$ cat config.mk
export PLATFORM = sky130hd
export DESIGN_NAME = fma_arbiter_flat
export DESIGN_NICKNAME = d
export VERILOG_FILES = /design/src/rtl/fma_arbiter_if.sv /design/src/rtl/fma_arbiter.sv /design/src/flat_wrapper.sv
export SDC_FILE = /design/constraint.sdc
export NUM_CORES = 1
export LEC_CHECK = 0
export CAP_MARGIN = 0
export CORE_AREA = 2 2 233 235
export DETAILED_ROUTE_END_ITERATION = 8
export DIE_AREA = 0 0 235 237
export SLEW_MARGIN = 20
export SYNTH_ARGS = -nofsm -noshare
export SYNTH_HDL_FRONTEND = slang
export SYNTH_SLANG_ARGS = --single-unit
export TNS_END_PERCENT = 50
$ cat constraint.sdc
create_clock -name clk -period 7.21 [get_ports clk]
set_clock_uncertainty 0.15 [all_clocks]
set_input_delay 1.442 -clock clk [delete_from_list [all_inputs] [get_ports clk]]
set_output_delay 1.442 -clock clk [all_outputs]
set_load 0.05 [all_outputs]
$ cat src/rtl/fma_arbiter_if.sv
// fma_arbiter_if
//   Bundles the requester-side and FMA-side signals of fma_arbiter.
//   Port i of every per-requester vector occupies the i-th slice
//   (32 bits for operands, 2 for opcode, 3 for rounding mode).
//   slave  : arbiter view (consumes requests, drives the FMA unit)
//   master : environment view (requesters plus the FMA unit)
interface fma_arbiter_if #(
   parameter int NUM_REQ = 4
);
   localparam int IDW = (NUM_REQ > 1) ? $clog2(NUM_REQ) : 1;

   logic [NUM_REQ-1:0]    req_valid;
   logic [NUM_REQ-1:0]    req_ready;
   logic [NUM_REQ*32-1:0] req_rs1;
   logic [NUM_REQ*32-1:0] req_rs2;
   logic [NUM_REQ*32-1:0] req_rs3;
   logic [NUM_REQ*2-1:0]  req_opcode;
   logic [NUM_REQ*3-1:0]  req_frm;
   logic [NUM_REQ-1:0]    resp_valid;
   logic [NUM_REQ-1:0]    resp_ready;
   logic [31:0]           resp_rd;
   logic                  resp_nx;
   logic                  resp_err;
   logic                  fma_start;
   logic [31:0]           fma_rs1;
   logic [31:0]           fma_rs2;
   logic [31:0]           fma_rs3;
   logic [1:0]            fma_opcode;
   logic [2:0]            fma_frm;
   logic [31:0]           fma_rd;
   logic                  fma_flag_nx;
   logic                  fma_done;
   logic                  busy;
   logic [IDW-1:0]        grant_id;

   modport slave (
      input  req_valid, req_rs1, req_rs2, req_rs3, req_opcode, req_frm,
      input  resp_ready, fma_rd, fma_flag_nx, fma_done,
      output req_ready, resp_valid, resp_rd, resp_nx, resp_err,
      output fma_start, fma_rs1, fma_rs2, fma_rs3, fma_opcode, fma_frm,
      output busy, grant_id
   );

   modport master (
      output req_valid, req_rs1, req_rs2, req_rs3, req_opcode, req_frm,
      output resp_ready, fma_rd, fma_flag_nx, fma_done,
      input  req_ready, resp_valid, resp_rd, resp_nx, resp_err,
      input  fma_start, fma_rs1, fma_rs2, fma_rs3, fma_opcode, fma_frm,
      input  busy, grant_id
   );
endinterface

$ cat src/rtl/fma_arbiter.sv
// fma_arbiter
//   Round-robin arbiter/sequencer sharing one FMA unit among NUM_REQ
//   requesters. One operation at a time: IDLE accepts a request, ISSUE
//   pulses fma_start, WAIT waits for fma_done under a watchdog, RESP
//   presents the result to the owner over valid/ready.
// Ports
//   clk  : rising-edge clock
//   rst  : asynchronous active-high reset
//   bus  : fma_arbiter_if.slave (requests, responses, FMA unit, status)
// Parameters
//   NUM_REQ : requesters (2..8), must match the interface
//   TIMEOUT : watchdog bound in cycles (>= 2)
module fma_arbiter #(
   parameter int NUM_REQ = 4,
   parameter int TIMEOUT = 64
) (
   input  logic          clk,
   input  logic          rst,
   fma_arbiter_if.slave  bus
);
   localparam int IDW = (NUM_REQ > 1) ? $clog2(NUM_REQ) : 1;
   localparam int CW  = $clog2(TIMEOUT) + 1;

   typedef enum logic [1:0] {S_IDLE, S_ISSUE, S_WAIT, S_RESP} state_t;

   state_t         state_q, state_d;
   logic [IDW-1:0] last_q, last_d;
   logic [IDW-1:0] owner_q, owner_d;
   logic [CW-1:0]  cnt_q, cnt_d;
   logic [31:0]    rs1_q, rs1_d, rs2_q, rs2_d, rs3_q, rs3_d;
   logic [1:0]     op_q, op_d;
   logic [2:0]     frm_q, frm_d;
   logic [31:0]    rd_q, rd_d;
   logic           nx_q, nx_d;
   logic           err_q, err_d;

   logic [IDW-1:0]     win;
   logic [IDW-1:0]     cand;
   logic               any_vld;
   int                 idx;
   logic [31:0]        sel_rs1, sel_rs2, sel_rs3;
   logic [1:0]         sel_op;
   logic [2:0]         sel_frm;
   logic               accept;
   logic               resp_ack;
   logic               start_c;
   logic [NUM_REQ-1:0] req_ready_c;
   logic [NUM_REQ-1:0] resp_valid_c;

   // Round-robin search: first valid port strictly after last_q, wrapping.
   always_comb begin
      win     = '0;
      cand    = '0;
      any_vld = 1'b0;
      idx     = 0;
      for (int k = 1; k <= NUM_REQ; k++) begin
         idx  = (int'(last_q) + k) % NUM_REQ;
         cand = IDW'(idx);
         if (!any_vld && bus.req_valid[cand]) begin
            any_vld = 1'b1;
            win     = cand;
         end
      end
   end

   // Winner's operand slice.
   always_comb begin
      sel_rs1 = '0;
      sel_rs2 = '0;
      sel_rs3 = '0;
      sel_op  = '0;
      sel_frm = '0;
      for (int i = 0; i < NUM_REQ; i++) begin
         if (win == IDW'(i)) begin
            sel_rs1 = bus.req_rs1[i*32 +: 32];
            sel_rs2 = bus.req_rs2[i*32 +: 32];
            sel_rs3 = bus.req_rs3[i*32 +: 32];
            sel_op  = bus.req_opcode[i*2 +: 2];
            sel_frm = bus.req_frm[i*3 +: 3];
         end
      end
   end

   assign accept = (state_q == S_IDLE) && any_vld;

   // Per-port handshakes. req_ready is masked while rst is held so that no
   // port sees an accept during reset even if its request is pending.
   always_comb begin
      req_ready_c  = '0;
      resp_valid_c = '0;
      resp_ack     = 1'b0;
      for (int i = 0; i < NUM_REQ; i++) begin
         if (accept && !rst && (win == IDW'(i))) begin
            req_ready_c[i] = 1'b1;
         end
         if ((state_q == S_RESP) && (owner_q == IDW'(i))) begin
            resp_valid_c[i] = 1'b1;
            resp_ack        = bus.resp_ready[i];
         end
      end
   end

   always_ff @(posedge clk or posedge rst) begin
      if (rst) begin
         state_q <= S_IDLE;
         last_q  <= IDW'(NUM_REQ - 1);
         owner_q <= '0;
         cnt_q   <= '0;
         rs1_q   <= '0;
         rs2_q   <= '0;
         rs3_q   <= '0;
         op_q    <= '0;
         frm_q   <= '0;
         rd_q    <= '0;
         nx_q    <= 1'b0;
         err_q   <= 1'b0;
      end else begin
         state_q <= state_d;
         last_q  <= last_d;
         owner_q <= owner_d;
         cnt_q   <= cnt_d;
         rs1_q   <= rs1_d;
         rs2_q   <= rs2_d;
         rs3_q   <= rs3_d;
         op_q    <= op_d;
         frm_q   <= frm_d;
         rd_q    <= rd_d;
         nx_q    <= nx_d;
         err_q   <= err_d;
      end
   end

   always_comb begin
      state_d = state_q;
      last_d  = last_q;
      owner_d = owner_q;
      cnt_d   = cnt_q;
      rs1_d   = rs1_q;
      rs2_d   = rs2_q;
      rs3_d   = rs3_q;
      op_d    = op_q;
      frm_d   = frm_q;
      rd_d    = rd_q;
      nx_d    = nx_q;
      err_d   = err_q;
      start_c = 1'b0;
      case (state_q)
         S_IDLE: begin
            if (any_vld) begin
               rs1_d   = sel_rs1;
               rs2_d   = sel_rs2;
               rs3_d   = sel_rs3;
               op_d    = sel_op;
               frm_d   = sel_frm;
               owner_d = win;
               state_d = S_ISSUE;
            end
         end
         S_ISSUE: begin
            // fma_done is deliberately not looked at here: a level left
            // over from the previous operation must not complete this one.
            start_c = 1'b1;
            cnt_d   = '0;
            state_d = S_WAIT;
         end
         S_WAIT: begin
            // Done has priority over the watchdog. The watchdog compares
            // against TIMEOUT-2 because cnt_q lags the incremented count by
            // one; this yields resp_valid TIMEOUT cycles after fma_start.
            if (bus.fma_done) begin
               rd_d    = bus.fma_rd;
               nx_d    = bus.fma_flag_nx;
               err_d   = 1'b0;
               state_d = S_RESP;
            end else if (cnt_q == CW'(TIMEOUT - 2)) begin
               rd_d    = 32'h7FC0_0000;
               nx_d    = 1'b0;
               err_d   = 1'b1;
               state_d = S_RESP;
            end else begin
               cnt_d = cnt_q + CW'(1);
            end
         end
         S_RESP: begin
            if (resp_ack) begin
               last_d  = owner_q;
               state_d = S_IDLE;
            end
         end
         default: state_d = S_IDLE;
      endcase
   end

   assign bus.req_ready  = req_ready_c;
   assign bus.resp_valid = resp_valid_c;
   assign bus.resp_rd    = rd_q;
   assign bus.resp_nx    = nx_q;
   assign bus.resp_err   = err_q;
   assign bus.fma_start  = start_c;
   assign bus.fma_rs1    = rs1_q;
   assign bus.fma_rs2    = rs2_q;
   assign bus.fma_rs3    = rs3_q;
   assign bus.fma_opcode = op_q;
   assign bus.fma_frm    = frm_q;
   assign bus.busy       = (state_q != S_IDLE);
   assign bus.grant_id   = owner_q;
endmodule

$ cat src/flat_wrapper.sv
// flat-port wrapper written by rule: the top's interface ports become plain ports
module fma_arbiter_flat 
#(
   parameter int NUM_REQ = 4,
   parameter int TIMEOUT = 64
)
  (clk, rst, bus_req_valid, bus_req_rs1, bus_req_rs2, bus_req_rs3, bus_req_opcode, bus_req_frm, bus_resp_ready, bus_fma_rd, bus_fma_flag_nx, bus_fma_done, bus_req_ready, bus_resp_valid, bus_resp_rd, bus_resp_nx, bus_resp_err, bus_fma_start, bus_fma_rs1, bus_fma_rs2, bus_fma_rs3, bus_fma_opcode, bus_fma_frm, bus_busy, bus_grant_id);
  fma_arbiter_if #(.NUM_REQ(NUM_REQ)) bus_i ();
  input  logic clk;
  input  logic rst;
  input wire logic [$bits(bus_i.req_valid)-1:0] bus_req_valid;
  input wire logic [$bits(bus_i.req_rs1)-1:0] bus_req_rs1;
  input wire logic [$bits(bus_i.req_rs2)-1:0] bus_req_rs2;
  input wire logic [$bits(bus_i.req_rs3)-1:0] bus_req_rs3;
  input wire logic [$bits(bus_i.req_opcode)-1:0] bus_req_opcode;
  input wire logic [$bits(bus_i.req_frm)-1:0] bus_req_frm;
  input wire logic [$bits(bus_i.resp_ready)-1:0] bus_resp_ready;
  input wire logic [$bits(bus_i.fma_rd)-1:0] bus_fma_rd;
  input wire logic [$bits(bus_i.fma_flag_nx)-1:0] bus_fma_flag_nx;
  input wire logic [$bits(bus_i.fma_done)-1:0] bus_fma_done;
  output wire logic [$bits(bus_i.req_ready)-1:0] bus_req_ready;
  output wire logic [$bits(bus_i.resp_valid)-1:0] bus_resp_valid;
  output wire logic [$bits(bus_i.resp_rd)-1:0] bus_resp_rd;
  output wire logic [$bits(bus_i.resp_nx)-1:0] bus_resp_nx;
  output wire logic [$bits(bus_i.resp_err)-1:0] bus_resp_err;
  output wire logic [$bits(bus_i.fma_start)-1:0] bus_fma_start;
  output wire logic [$bits(bus_i.fma_rs1)-1:0] bus_fma_rs1;
  output wire logic [$bits(bus_i.fma_rs2)-1:0] bus_fma_rs2;
  output wire logic [$bits(bus_i.fma_rs3)-1:0] bus_fma_rs3;
  output wire logic [$bits(bus_i.fma_opcode)-1:0] bus_fma_opcode;
  output wire logic [$bits(bus_i.fma_frm)-1:0] bus_fma_frm;
  output wire logic [$bits(bus_i.busy)-1:0] bus_busy;
  output wire logic [$bits(bus_i.grant_id)-1:0] bus_grant_id;
  assign bus_i.req_valid = bus_req_valid;
  assign bus_i.req_rs1 = bus_req_rs1;
  assign bus_i.req_rs2 = bus_req_rs2;
  assign bus_i.req_rs3 = bus_req_rs3;
  assign bus_i.req_opcode = bus_req_opcode;
  assign bus_i.req_frm = bus_req_frm;
  assign bus_i.resp_ready = bus_resp_ready;
  assign bus_i.fma_rd = bus_fma_rd;
  assign bus_i.fma_flag_nx = bus_fma_flag_nx;
  assign bus_i.fma_done = bus_fma_done;
  assign bus_req_ready = bus_i.req_ready;
  assign bus_resp_valid = bus_i.resp_valid;
  assign bus_resp_rd = bus_i.resp_rd;
  assign bus_resp_nx = bus_i.resp_nx;
  assign bus_resp_err = bus_i.resp_err;
  assign bus_fma_start = bus_i.fma_start;
  assign bus_fma_rs1 = bus_i.fma_rs1;
  assign bus_fma_rs2 = bus_i.fma_rs2;
  assign bus_fma_rs3 = bus_i.fma_rs3;
  assign bus_fma_opcode = bus_i.fma_opcode;
  assign bus_fma_frm = bus_i.fma_frm;
  assign bus_busy = bus_i.busy;
  assign bus_grant_id = bus_i.grant_id;
  fma_arbiter #(.NUM_REQ(NUM_REQ), .TIMEOUT(TIMEOUT)) u_core (.clk(clk), .rst(rst), .bus(bus_i));
endmodule
# Word-level counts from Yosys, hierarchy flattened
# Index checks and enable logic that the tools add are counted.
[word_totals]
register_bits = 148
in_bits = 448
[op_classes]
reduce_logical = 28
n_mux = 63
add_sub_neg = 5
eq_ne = 15
magnitude_cmp = 4
[ops]
columns = ["op", "n"]
rows = [
  ["32-bit two-way mux", 14],
  ["1-bit two-way mux", 25],
  ["2-bit two-way mux", 12],
  ["7-bit two-way mux", 2],
  ["7-bit one-hot mux with 2 select lines", 1],
  ["1-bit logical AND", 13],
  ["2-bit == test, second input constant", 6],
  ["2-bit by 3-bit less-than comparator with 1-bit output, second input constant", 4],
  ["3-bit two-way mux", 4],
  ["1-bit binary-select mux with 2-bit select", 4],
  ["2-bit one-hot mux with 4 select lines", 1],
  ["7-bit by 1-bit adder with 7-bit output, second input constant", 1],
  ["7-bit by 6-bit == test with 1-bit output, second input constant", 1],
  ["2-bit by 1-bit == test with 1-bit output, second input constant", 3],
  ["2-bit logical NOT", 3],
  ["2-bit AND reduction", 3],
  ["3-bit AND reduction", 2],
  ["2-bit nonzero test", 3],
  ["2-bit by 1-bit adder with 2-bit output, second input constant", 2],
  ["2-bit adder, second input constant", 2],
  ["1-bit logical NOT", 4],
  ["2-bit by 1-bit inequality test with 1-bit output, second input constant", 2],
  ["2-bit inequality test, second input constant", 2],
  ["3-bit by 2-bit inequality test with 1-bit output, second input constant", 1],
]

# Depth between registers and ports, before layout
# Gate-level depths: netlist of the first run.
[logic_depth]
ltp_word = 18
ltp_mapped = 9
ltp_nobuf = 7

# Least setup slack after synthesis of the first run
# No wires, ideal clock.
[synth_path]
path_type = "input -> output"
from = "input port bus_req_valid[1]"
to = "output port bus_req_ready[0]"
arrival_ns = 3.402
cell_stages = 6
t_required_ns = 5.618
path_slack_ns = 2.216
cell_sequence = "nor2b_1 -> a21oi_1 -> o221a_1 -> buf_6 -> buf_2 -> nor3b_1"
[synth_between]
elab_chain_len = 16
word_cells_on_any_way = 27
cone_classes = "17 x mux; 10 x reduce/logical"
[synth_rtl]
columns = ["element", "line_no", "source"]
rows = [
  ["from (decl)", "flat_wrapper.sv:11", "input wire logic [$bits(bus_i.req_valid)-1:0] bus_req_valid;"],
  ["1-bit binary-select mux with 2-bit select", "fma_arbiter.sv:59", "if (!any_vld && bus.req_valid[cand]) begin"],
  ["1-bit two-way mux (not written as such)", "fma_arbiter.sv:59", ""],
  ["1-bit two-way mux", "fma_arbiter.sv:59", ""],
  ["1-bit logical NOT", "fma_arbiter.sv:59", ""],
  ["1-bit logical AND", "fma_arbiter.sv:59", ""],
  ["1-bit two-way mux", "fma_arbiter.sv:59", ""],
  ["1-bit logical NOT", "fma_arbiter.sv:59", ""],
  ["1-bit logical AND", "fma_arbiter.sv:59", ""],
  ["1-bit two-way mux", "fma_arbiter.sv:59", ""],
  ["1-bit logical NOT", "fma_arbiter.sv:59", ""],
  ["1-bit logical AND", "fma_arbiter.sv:59", ""],
  ["1-bit two-way mux", "fma_arbiter.sv:59", ""],
  ["1-bit logical AND", "fma_arbiter.sv:84", "assign accept = (state_q == S_IDLE) && any_vld;"],
  ["1-bit logical AND", "fma_arbiter.sv:93", "if (accept && !rst && (win == IDW'(i))) begin"],
  ["1-bit logical AND *", "fma_arbiter.sv:93", ""],
  ["1-bit two-way mux *", "fma_arbiter.sv:93", ""],
  ["to (decl)", "flat_wrapper.sv:21", "output wire logic [$bits(bus_i.req_ready)-1:0] bus_req_ready;"],
]
# Every way passes the cells marked *; elsewhere a longest branch is shown, timed or not. The select of a mux whose other input is x is not followed.

# Worst setup path after layout of the first run
# Ends and elaborated chain as after synthesis.

==> results_dict.tcl, run 1 <==
set metrics [dict create \
    yosysWarnings 0 \
    die_area_mm2 0.0557 \
    mostFrequentLayoutCells "clkdlybuf4s50_1 (594), mux2i_1 (205), dfrtp_1 (146)" \
    nFillCells 5569 \
    finalSetupViolCount 0 \
    area_delta_synth_final_pct 80.8 \
    grt_pass1_wl_mm 55.7 \
    rows 85 \
    num-nets-final 1775 \
    drc_errors 0 \
    grt_pass1_vias 9163 \
    finalHoldViolCount 0 \
    place_inst 1997 \
    fin_crit_sh_pct 80.1 \
    synth-seq-cells 148 \
    drv_slew 0 \
    gp_congestion 0.849 \
    critPathLaunchType "input pin" \
    p_clk_share_pct 14.5 \
    end_kind "output pin" \
    cts_hold_buffers 0 \
    ios 595 \
    drive_gt1_share_pct 4.13 \
    wl_mm 37.5 \
    clock_path_buffers 2 \
    pre_cts_slack_ns 1.45 \
    synthCells 767 \
    crit_slowest_cell "clkdlybuf4s50_1" \
    hold_path.class "reg2reg" \
    crit_top_cell "clkdlybuf4s50_1" \
    worstPathArrival_ns 4.18 \
    fin_cells 2030 \
    netlist_area_mm2 0.00856 \
    cp_top_family "buffers and inverters" \
    switching_share_pct 49.6 \
    r2r_slack_ns 3.61 \
    max-vdd-ir-drop_uv 240 \
    clkTransAtPathRegs_ns 0.07 \
    cp.buffers_inverters 2 \
    initial_core_util_pct 16.1 \
    antenna_found_initial 2 \
    fin_crit_ns 5.78 \
    layout_commonest_cell "clkdlybuf4s50_1" \
    crit_chain "clkdlybuf4s50_1 > nor2b_1 > a21oi_1 > o221a_4 > nor3b_1 > clkdlybuf4s50_1" \
    p_comb_share_pct 62.2 \
    whs_path_depth 2 \
    first_pass_iters 4 \
    root_buffer "clkbuf_16" \
    r2r-start "u_core.last_q[1]" \
    post_cts_buffers 0 \
    synthDistinctLibCells 42 \
    crit_required_ns 5.62 \
    post-route-worst-setup-slack_ns 1.43 \
    syn_nets 1222 \
    cts_tree "built" \
    leakagePower_nw 6.45 \
    vias 8515 \
    min_to "u_core.bus.fma_rs2[6]" \
    cts-resized-gates 0 \
    seq_power_share_pct 23.3 \
    core-area_mm2 0.0533 \
    synth.yosys.seq_area_share_pct 43.3 \
    syn_avg_cell_area_um2 11.2 \
    grt_max_degree 110 \
    vias_per_cell 4.19 \
    grtUsageTotal_pct 13.2 \
    cap_violations 0 \
    io_buffers 594 \
    drt_iter0_drc 296 \
    route.detailed.wl_per_inst_um 18.5 \
    powerDensity_mw_per_mm2 415 \
    worst_slew_pin_slew_ns 1.14 \
    fmax_mhz 173 \
    internal_power_mw 3.23 \
    insertion_delay_ns 0.46 \
    hold_ws_ns 0.333 \
    setup_tns_ns 0 \
    critPathKind "in2out" \
    r2r_cells 5 \
    reg2reg_to "u_core.bus.fma_frm[2]" \
    critPathMaxFanout 44 \
    relSlewSlack_pct 24.1 \
    antenna_left 0 \
    overflow 0 \
    clock_sinks 148 \
    status "complete, no violations" \
    min-delay-start "u_core.bus.fma_rs2[6]" \
    die_w_um 235 \
    htreeDepth 4 \
    cts_made_buffers 17 \
    slowest_delay_ns 0.85 \
    fp.dieH_um 237 \
    power_mw 6.42 \
    rsz0062_at_grt "no" \
    power.switching_mw 3.19 \
    dp_hpwl_mm 28.5 \
]
## final cells by class
| cell class | count | area, um2 | area share [%] |
|---|---|---|---|
| multi-input combinational | 533 | 4200 | 27.1 |
| sequential | 148 | 3710 | 24.0 |
| antenna | 1 | 2.50 | 0.0162 |
| clock buffer | 18 | 439 | 2.84 |
| inverter | 17 | 68.8 | 0.445 |
| timing repair buffer | 603 | 6040 | 39.0 |
| clock inverter | 14 | 153 | 0.986 |
| tap | 696 | 871 | 5.63 |
## worst min-delay path: cells and delay by family, from the launching register on
family / cells / cell delay [ns]
AND/OR/NAND/NOR: 1 / 0.05
AO/OA/AOI/OAI: 1 / 0.06
flip-flops: 1 / 0.34
## per-layer routing
layer	vias up	share of wire (%)	track usage [%]
met3	50	8.1	4.64
met2	390	48	21.8
li1	3990	-	-
met5	-	0.035	0
met4	2	2.8	5.72
met1	4083	41	15.4
## per-stage QoR
stage,area (um2),utilization (%)
after global routing,15500,29.0
after detailed placement,14900,27.9
after global placement,14900,27.9
final,15500,29.0
after floorplan,8560,-
after CTS,15500,29.0
## flip-flops by register name (all words and copies together) (netlist names), 2 cells and up
name,flops
u_core.state_q,2
u_core.bus.fma_rs2,32
u_core.bus.grant_id,2
u_core.bus.resp_rd,32
u_core.cnt_q,7
u_core.bus.fma_frm,3
u_core.bus.fma_rs3,32
u_core.bus.fma_opcode,2
u_core.last_q,2
u_core.bus.fma_rs1,32
## synthesized netlist by cell type
cell type | n | share of area [%]
and3_1 | 1 | 0.073
nor2b_1 | 3 | 0.22
o2111ai_1 | 1 | 0.10
clkbuf_4 | 1 | 0.088
bufbuf_8 | 5 | 1.1
o21ai_0 | 8 | 0.47
nand2_1 | 115 | 5.0
nand2b_2 | 1 | 0.10
clkbuf_1 | 23 | 1.0
o221ai_2 | 6 | 1.1
inv_1 | 17 | 0.75
a31o_1 | 1 | 0.10
nor4_1 | 1 | 0.073
a31oi_1 | 9 | 0.66
xnor2_1 | 2 | 0.20
o211ai_1 | 1 | 0.088
buf_12 | 12 | 2.8
buf_8 | 1 | 0.18
and2_0 | 1 | 0.073
mux2i_1 | 205 | 24
a22o_1 | 24 | 2.5
o221ai_1 | 95 | 9.7
nand4_1 | 1 | 0.073
nand3_1 | 6 | 0.35
buf_4 | 3 | 0.26
a21oi_1 | 7 | 0.41
o22ai_1 | 1 | 0.073
mux2_1 | 2 | 0.26
nor2_1 | 18 | 0.79
dfstp_2 | 2 | 0.61
buf_6 | 5 | 0.66
nor3_1 | 4 | 0.23
buf_2 | 19 | 1.1
or2_1 | 1 | 0.073
and2_1 | 2 | 0.15
dfrtp_1 | 146 | 43
o211ai_2 | 1 | 0.15
nand2b_1 | 4 | 0.29
or3_1 | 2 | 0.15
nor3b_1 | 2 | 0.18
o221a_1 | 1 | 0.13
ha_1 | 7 | 1.0
## worst max-delay path by stage
| stage | depth (start not counted) | end | startpoint |
|---|---|---|---|
| 6_report | 6 | bus_req_ready[0] | bus_req_valid[1] |
| 5_1_grt | 6 | bus_req_ready[0] | bus_req_valid[1] |
| 4_1_cts | 6 | bus_req_ready[0] | bus_req_valid[1] |
| 3_5_place_dp | 6 | bus_req_ready[0] | bus_req_valid[1] |
| 3_3_place_gp | 6 | bus_req_ready[0] | bus_req_valid[0] |
| 2_1_floorplan | 1 | u_core.bus.fma_frm[0] | rst |
## power by group through the flow
stage                     registers, mW  logic, mW  clock network (mW)
after floorplan                    2.69       1.52                   0
after global placement             1.49       3.99                   0
after detailed placement           1.50       4.03                   0
after CTS                          1.50       4.04               0.983
after global routing               1.54       4.23                1.00
final                              1.49       4.00               0.931
## cells by family (layout without fill, tap and decap cells)
logic type      after synthesis  after routing  share of synthesized area (%)
mux                         207            207                           24.2
simple gates                162            162                           7.87
compound gates              155            155                           15.4
flops                       148            148                           43.3
buf+inv                      86            652                           7.95
fa+ha+maj                     7              7                           1.02
xor+xnor                      2              2                          0.205
other cells                   0              1                              0
No activity file was read; power rests on OpenSTA's default activity.
==> inputs of run 2 (changes only) <==
==> constraint.sdc (replaced) <==
create_clock -name clk -period 5.6 [get_ports clk]
set_clock_uncertainty 0.15 [all_clocks]
set_input_delay 1.12 -clock clk [delete_from_list [all_inputs] [get_ports clk]]
set_output_delay 1.12 -clock clk [all_outputs]
set_load 0.05 [all_outputs]
==> results_dict.tcl, run 2 (synthesized netlist as in run 1, its figures left out) <==
set metrics [dict create \
    post_cts_buffers 0 \
    grt_max_degree 115 \
    crit_chain "clkdlybuf4s50_1 > nor4_1 > nand2b_4 > nand2b_4 > buf_4 > nor3_1 > buf_4" \
    design_area_mm2 0.0155 \
    cts_tree "built" \
    max-vdd-ir-drop_uv 372 \
    relSlewSlack_pct 32.9 \
    finalHoldViolCount 0 \
    critPathMaxFanout 40 \
    vias_per_cell 4.14 \
    worst_slew_pin_slew_ns 1.01 \
    antenna_left 0 \
    grt_pass1_vias 9028 \
    rows 85 \
    r2r_cells 7 \
    multiInputGateArea_mm2 0.00420 \
    route.detailed.wl_per_inst_um 18.4 \
    hold_path.class "reg2reg" \
    whs_path_depth 2 \
    post-route-util_pct 29.1 \
    dp_hpwl_mm 28.4 \
    fin_crit_ns 4.42 \
    cts_made_buffers 17 \
    critPathLaunchType "input pin" \
    mostFrequentLayoutCells "clkdlybuf4s50_1 (590), mux2i_1 (205), dfrtp_1 (146)" \
    first_pass_iters 5 \
    drc_errors 0 \
    end_kind "output pin" \
    fmax_mhz 226 \
    fp.dieH_um 237 \
    clkTransAtPathRegs_ns 0.06 \
    pre_cts_slack_ns 1.16 \
    powerDensity_mw_per_mm2 535 \
    fin_cells 2032 \
    switching_share_pct 49.2 \
    num-nets-final 1777 \
    slowest_delay_ns 0.52 \
    nFillCells 5560 \
    crit_required_ns 4.33 \
    vias 8417 \
    setup_tns_ns 0 \
    drv_slew 0 \
    status "complete, no violations" \
    overflow 0 \
    grtUsageTotal_pct 13.2 \
    grt_pass1_wl_mm 55.7 \
    post-route-worst-setup-slack_ns 1.18 \
    area_delta_synth_final_pct 81.0 \
    clock_sinks 148 \
    drive_gt1_share_pct 4.42 \
    cts-resized-gates 0 \
    initial_core_util_pct 16.1 \
    clock_path_buffers 2 \
    cap_violations 0 \
    rsz0062_at_grt "no" \
    wl_mm 37.4 \
    layout_commonest_cell "clkdlybuf4s50_1" \
    critPathKind "in2out" \
    insertion_delay_ns 0.46 \
    post_dp_cell_area_mm2 0.0149 \
    internal_power_mw 4.21 \
    place_inst 1999 \
    core-area_mm2 0.0533 \
    power.switching_mw 4.08 \
    seqCellArea_mm2 0.00371 \
    die_area_mm2 0.0557 \
    antenna_found_initial 1 \
    drt_iter0_drc 371 \
    crit_slowest_cell "clkdlybuf4s50_1" \
    root_buffer "clkbuf_16" \
    worstPathArrival_ns 3.15 \
    finalSetupViolCount 0 \
    seq_power_share_pct 23.3 \
    io_buffers 594 \
    htreeDepth 4 \
    ios 595 \
    gp_congestion 0.858 \
    die_w_um 235 \
    p_comb_share_pct 62.0 \
    leakagePower_nw 6.47 \
    p_clk_share_pct 14.7 \
    fin_crit_sh_pct 79.0 \
    cts_hold_buffers 0 \
]
-- run 2: changes by cell type in the layout (fill, tap and decap cells not counted) --
| cell | before | now |
|---|---|---|
| buf_4 | 7 | 13 |
| clkbuf_1 | 0 | 2 |
| inv_6 | 3 | 2 |
| clkinvlp_4 | 1 | 2 |
| clkdlybuf4s50_1 | 594 | 590 |
| bufinv_16 | 2 | 3 |
| clkinv_4 | 6 | 3 |
-- run 2: final timing paths --
check	from	to	slack [ns]
hold / removal	u_core.bus.fma_rs1[17]	u_core.bus.fma_rs1[17]	0.34
min in group asynchronous	rst	u_core.bus.fma_rs1[12]	1.12
hold reg to reg	u_core.bus.fma_rs1[17]	u_core.bus.fma_rs1[17]	0.34
max in group asynchronous	rst	u_core.bus.fma_rs2[28]	3.14
setup / recovery	bus_req_valid[0]	bus_req_ready[1]	1.18
setup reg to reg	u_core.last_q[1]	u_core.bus.fma_rs2[17]	2.20
-- run 2: through the flow --
step	power [mW]	hold WS, ns
after detailed placement	7.12	0.323
after floorplan	5.42	0.352
after global placement	7.06	0.318
final	8.29	0.335
after CTS	8.41	0.339
after global routing	8.74	0.354
-- run 2: critical path, delay by kind of cell --
kind          cells  cell delay (ns)
buf+inv           3             1.17
simple gates      4             0.86
-- run 2: power by group through the flow --
stage          registers (mW)  clock network [mW]  logic [mW]
2_1_floorplan            3.47                   0        1.95
5_1_grt                  1.99                1.32        5.43
3_5_place_dp             1.93                   0        5.19
3_3_place_gp             1.93                   0        5.12
4_1_cts                  1.93                1.28        5.20
6_report                 1.93                1.22        5.14
-- run 2: metal layers --
metal / part of all wire (%) / global-route usage (%) / wire length, um / up-vias
met1: 41 / 15.6 / 15300 / 3990
met4: 2.4 / 5.12 / 909 / 0
met3: 7.4 / 4.23 / 2780 / 53
met5: 0 / 0 / 0 / -
li1: - / - / - / 3998
met2: 49 / 22.2 / 18400 / 376
-- run 2: area by class of cell --
type                    instances  share of cell area [%]
flip-flops and latches        148                    23.9
clock inverters                12                    1.00
inverters                      17                   0.444
clock buffers                  20                    2.88
multi-input cells             533                    27.1
diodes                          1                  0.0162
well taps                     696                    5.62
repair buffers                605                    39.0
